==> src/rtl/pipe_skid_buffer.sv <==
`default_nettype none
// ============================================================================
// pipe_skid_buffer : valid/ready pipeline register with a one-entry skid slot
// Revision 1.0
// ============================================================================
module pipe_skid_buffer #(
  parameter int WIDTH = 32
) (
  input  logic             clk,
  input  logic             resetn,
  input  logic             flush,
  input  logic             in_valid,
  output logic             in_ready,
  input  logic [WIDTH-1:0] in_data,
  output logic             out_valid,
  input  logic             out_ready,
  output logic [WIDTH-1:0] out_data,
  output logic [1:0]       count
);

  typedef enum logic [1:0] {
    EMPTY = 2'd0,
    FULL  = 2'd1,
    SKID  = 2'd2
  } state_t;

  state_t           r_state;
  state_t           w_next_state;
  logic [WIDTH-1:0] r_main;
  logic [WIDTH-1:0] r_skid;
  logic             w_acc_in;
  logic             w_acc_out;
  logic             w_main_from_in;
  logic             w_main_from_skid;
  logic             w_skid_from_in;

  // Handshake outputs depend only on state, so no comb path from out_ready.
  assign in_ready  = (r_state != SKID);
  assign out_valid = (r_state != EMPTY);
  assign count     = r_state;
  assign out_data  = r_main;

  assign w_acc_in  = in_valid & in_ready;
  assign w_acc_out = out_valid & out_ready;

  always_ff @(posedge clk or negedge resetn) begin
    if (!resetn) begin
      r_state <= EMPTY;
    end else begin
      r_state <= w_next_state;
    end
  end

  always_comb begin
    w_next_state     = r_state;
    w_main_from_in   = 1'b0;
    w_main_from_skid = 1'b0;
    w_skid_from_in   = 1'b0;
    case (r_state)
      EMPTY: begin
        if (w_acc_in) begin
          w_main_from_in = 1'b1;
          w_next_state   = FULL;
        end
      end
      FULL: begin
        if (w_acc_in && w_acc_out) begin
          w_main_from_in = 1'b1;
        end else if (w_acc_in) begin
          w_skid_from_in = 1'b1;
          w_next_state   = SKID;
        end else if (w_acc_out) begin
          w_next_state = EMPTY;
        end
      end
      SKID: begin
        if (w_acc_out) begin
          w_main_from_skid = 1'b1;
          w_next_state     = FULL;
        end
      end
      default: w_next_state = EMPTY;
    endcase
    // Squash wins over any handshake in the same cycle; the beat is dropped.
    if (flush) begin
      w_next_state     = EMPTY;
      w_main_from_in   = 1'b0;
      w_main_from_skid = 1'b0;
      w_skid_from_in   = 1'b0;
    end
  end

  always_ff @(posedge clk or negedge resetn) begin
    if (!resetn) begin
      r_main <= '0;
      r_skid <= '0;
    end else begin
      if (w_main_from_in) begin
        r_main <= in_data;
      end else if (w_main_from_skid) begin
        r_main <= r_skid;
      end
      if (w_skid_from_in) begin
        r_skid <= in_data;
      end
    end
  end

endmodule
`default_nettype wire

==> config.mk <==
export PLATFORM = sky130hd
export DESIGN_NAME = pipe_skid_buffer
export DESIGN_NICKNAME = d
export VERILOG_FILES = /design/src/rtl/pipe_skid_buffer.sv
export SDC_FILE = /design/constraint.sdc
export NUM_CORES = 1
export LEC_CHECK = 0
export CAP_MARGIN = 10
export CORE_MARGIN = 3
export CORE_UTILIZATION = 44
export DETAILED_ROUTE_END_ITERATION = 10
export PLACE_DENSITY = 0.83
export SKIP_LAST_GASP = 1
export SYNTH_ARGS = -nofsm -noshare
export SYNTH_HDL_FRONTEND = slang
export SYNTH_SLANG_ARGS = --single-unit
==> constraint.sdc <==
create_clock -name clk -period 1.7 [get_ports clk]
set_clock_uncertainty 0.2 [all_clocks]
set_input_delay 0.255 -clock clk [delete_from_list [all_inputs] [get_ports clk]]
set_output_delay 0.255 -clock clk [all_outputs]
set_load 0.01 [all_outputs]
==> results.sh <==
export IMPL_antenna_cells_inserted=0
export IMPL_critical_path_required_ns=1.72
export IMPL_hold_viol=0
export IMPL_postRouteAntennaNets=0
export IMPL_drv_max_cap_violation_count=0
export IMPL_status="finished, violations left"
export IMPL_worstPathCellList="buf_6 > nor3b_4 > buf_6 > a21oi_2 > buf_12 > a221o_1"
export IMPL_cpLargestDelayFamily="buffers and inverters"
export IMPL_hold_class="input port to asynchronous set/reset pin"
export IMPL_clockRootBuffer="clkbuf_8"
export IMPL_path_depth=6
export IMPL_setup_violations=64
export IMPL_final_nets=315
export IMPL_timing_critical_path_to_type="register"
export IMPL_timing_critical_path_arrival_ns=1.82
export IMPL_design_portCount=73
export IMPL_route_vias_total=1960
export IMPL_totalWireLength_um=6597
export IMPL_finish_instance_area_um2=4075
export IMPL_crit_path_max_fanout=17
export IMPL_grt_first_pass_wirelength_um=10490
export IMPL_use_met3=0.06303
export IMPL_worst_r2r_cell_count=6
export IMPL_number_of_antenna_violations_at_the_first_check_in_global_routing=0
export IMPL_final_cells=360
export IMPL_rows=29
export IMPL_syn_area_um2=2935
export IMPL_number_of_optimization_iterations_in_the_first_detailed_route_pass=4
export IMPL_place_area_um2=3757
export IMPL_critical_path_max_stage_delay_ns=0.42
export IMPL_global_route_overflow_total=0
export IMPL_hold_slack_ns=0.2589
export IMPL_die_width_um=87.68
export IMPL_critical_path_startpoint_type="register"
export IMPL_yosys_warnings=0
export IMPL_grt_setup_unrepaired="true"
export IMPL_drc=0
export IMPL_cts_buffers=9
export IMPL_power_density_cell_area_nw_per_um2=1209
export IMPL_leakage_power_of_the_design_nw=2.002
export IMPL_gr_max_usage_layer="met2"
export IMPL_place_detailed_instances=335
export IMPL_post_synth_inst_count=189
export IMPL_critical_path_slowest_cell="dfrtp_2"
export IMPL_relative_max_transition_margin=0.7660
export IMPL_die_ht_um=87.68
export IMPL_worstReg2RegStart="count[1]"
export IMPL_detailedPlacementHpwl_um=3993
export IMPL_die_area_um2=7687
export IMPL_postLayoutCoreUtil=0.6345
export IMPL_tns_ns=-4.972
export IMPL_grt_met1_usage=0.2332
export IMPL_rr_endpoint="out_data[8]"
export IMPL_timing_worst_slew_pin_value_ns=0.3510
export IMPL_seq_total_area_yosys=0.5627
export IMPL_path_clk_slew_ns=0.07
export IMPL_port_buffer_count=72
export IMPL_cts_sinks=66
export IMPL_wire_per_inst_um=18.33
export IMPL_synthesis_area_per_instance_um2=15.53
export IMPL_layout_drive_gt1_share=0.3781
export IMPL_synth_net_count=226
export IMPL_maxSlewViolCount=0
export IMPL_start_util=0.4570
export IMPL_worst_slack_ns=-0.1021
export IMPL_gp_congestion=0.7133
export IMPL_yosys_register_bits=66
export IMPL_max_freq_ghz=0.5549
export IMPL_ir_worst_vdd_uv=654.5
export IMPL_cpMostUsedCell="buf_6"
export IMPL_criticalPathCategory="register to register"
export IMPL_fin_crit_sh=1.060
export IMPL_via_count_of_the_first_global_routing_pass=2064
export IMPL_average_vias_per_placed_instance=5.444
export IMPL_synth_distinct_cells=18
export IMPL_grt_use_met2=0.2904
export IMPL_synthToLayoutAreaGrowth_pct=38.83
export IMPL_cts_root_to_sink_buffers=2
export IMPL_violations_in_the_final_reports="setup timing"
export IMPL_setup_reg_to_reg_worst_slack_ns=-0.10
export IMPL_tritoncts="yes"
export IMPL_cp_num_buf_inv=3
export IMPL_maximum_number_of_pins_on_one_net_before_global_route_repair=67
export IMPL_h_tree_depth=3
export IMPL_initialDrtViolationCount=98
export IMPL_grt_util_all_layers=0.1808
export IMPL_core_um2=6422
export IMPL_period_minus_ws_final_ns=1.802
export IMPL_insertion_delay_ns=0.34
## sequential cells by signal (all words and copies together) (netlist names)
signal,count
count,2
r_skid,32
out_data,32
## timing repair
action / CTS / global route
hold buffers: 1 / 0
cloned: 1 / 1
gates resized for setup: 38 / 8
setup endpoints to repair: 66 / 67
pin swaps: 2 / 1
buffers inserted: 5 / 1
hold endpoints to repair: 66 / 0
## synthesized netlist by cell type
cell type,instances,area (um2)
and2_2,32,240.2
buf_2,3,15.01
nor2b_1,1,6.260
nand2_2,1,6.260
or2_2,1,6.260
a221o_1,32,320.3
mux2i_1,2,20.02
a21oi_2,1,8.760
nand2b_1,2,12.51
buf_6,10,112.6
and2_4,1,8.760
and4bb_4,1,16.27
or3_2,1,7.510
dfrtp_1,66,1652
nor3b_4,1,18.77
mux2_1,3,33.78
mux2_4,29,435.4
o31ai_1,2,15.01
## power by group
part	switching, mW	internal [mW]	total [mW]
Clock	0.615	1.12	1.74
Sequential	0.202	1.95	2.15
Combinational	0.361	0.679	1.04
Total	1.18	3.75	4.93
## tightest hold or removal path: stages
cell	delay, ns
dlygate4sd3_1	0.52
buf_2	0.12
buf_12	0.29
## per-layer routing
| layer | routed length [um] | vias to the layer above |
|---|---|---|
| met5 | 0 | - |
| met4 | 25 | 0 |
| met3 | 313 | 2 |
| met2 | 3282 | 61 |
| met1 | 2976 | 1012 |
| li1 | - | 885 |
## placed cells by master, fill, tap and decap left out, drive strengths merged
cell / n
a21oi: 1
a221o: 32
and2: 34
and4bb: 1
buf: 18
bufinv: 4
clkbuf: 11
clkdlybuf4s50: 35
clkinv: 2
clkinvlp: 1
dfrtp: 66
dlygate4sd2: 33
dlygate4sd3: 1
dlymetal6s2s: 1
mux2: 32
mux2i: 2
nand2: 1
nand2b: 2
nor2b: 1
nor3b: 1
o31ai: 2
or2: 1
or3: 1
## how the worst max path moves through the flow
stage	start	to
2_1_floorplan	count[1]	r_skid[10]
3_3_place_gp	flush	out_data[8]
3_5_place_dp	flush	out_data[7]
4_1_cts	count[0]	out_valid
5_1_grt	count[1]	r_skid[14]
6_report	count[1]	out_data[8]
## stage by stage
| stage | total power, mW | setup slack, ns |
|---|---|---|
| 2_1_floorplan | 2.743 | 0.03449 |
| 3_3_place_gp | 3.255 | -0.3299 |
| 3_5_place_dp | 3.295 | -0.3704 |
| 4_1_cts | 4.973 | -0.1181 |
| 5_1_grt | 5.175 | -0.1673 |
| 6_report | 4.928 | -0.1021 |
## kinds of logic after synthesis
logic type      synth area share
flops                     0.5627
simple gates              0.1100
compound gates            0.1172
mux                       0.1667
buf+inv                  0.04348
## layout make-up
class	count	area, um2
Clock inverter	7	141.4
Sequential cell	66	1654
Clock buffer	9	123.9
Timing Repair Buffer	90	894.6
Fill cell	505	2347
Multi-Input combinational cell	111	1165
Tap cell	77	96.34
Note: power is estimated with default switching activity, not from simulation.
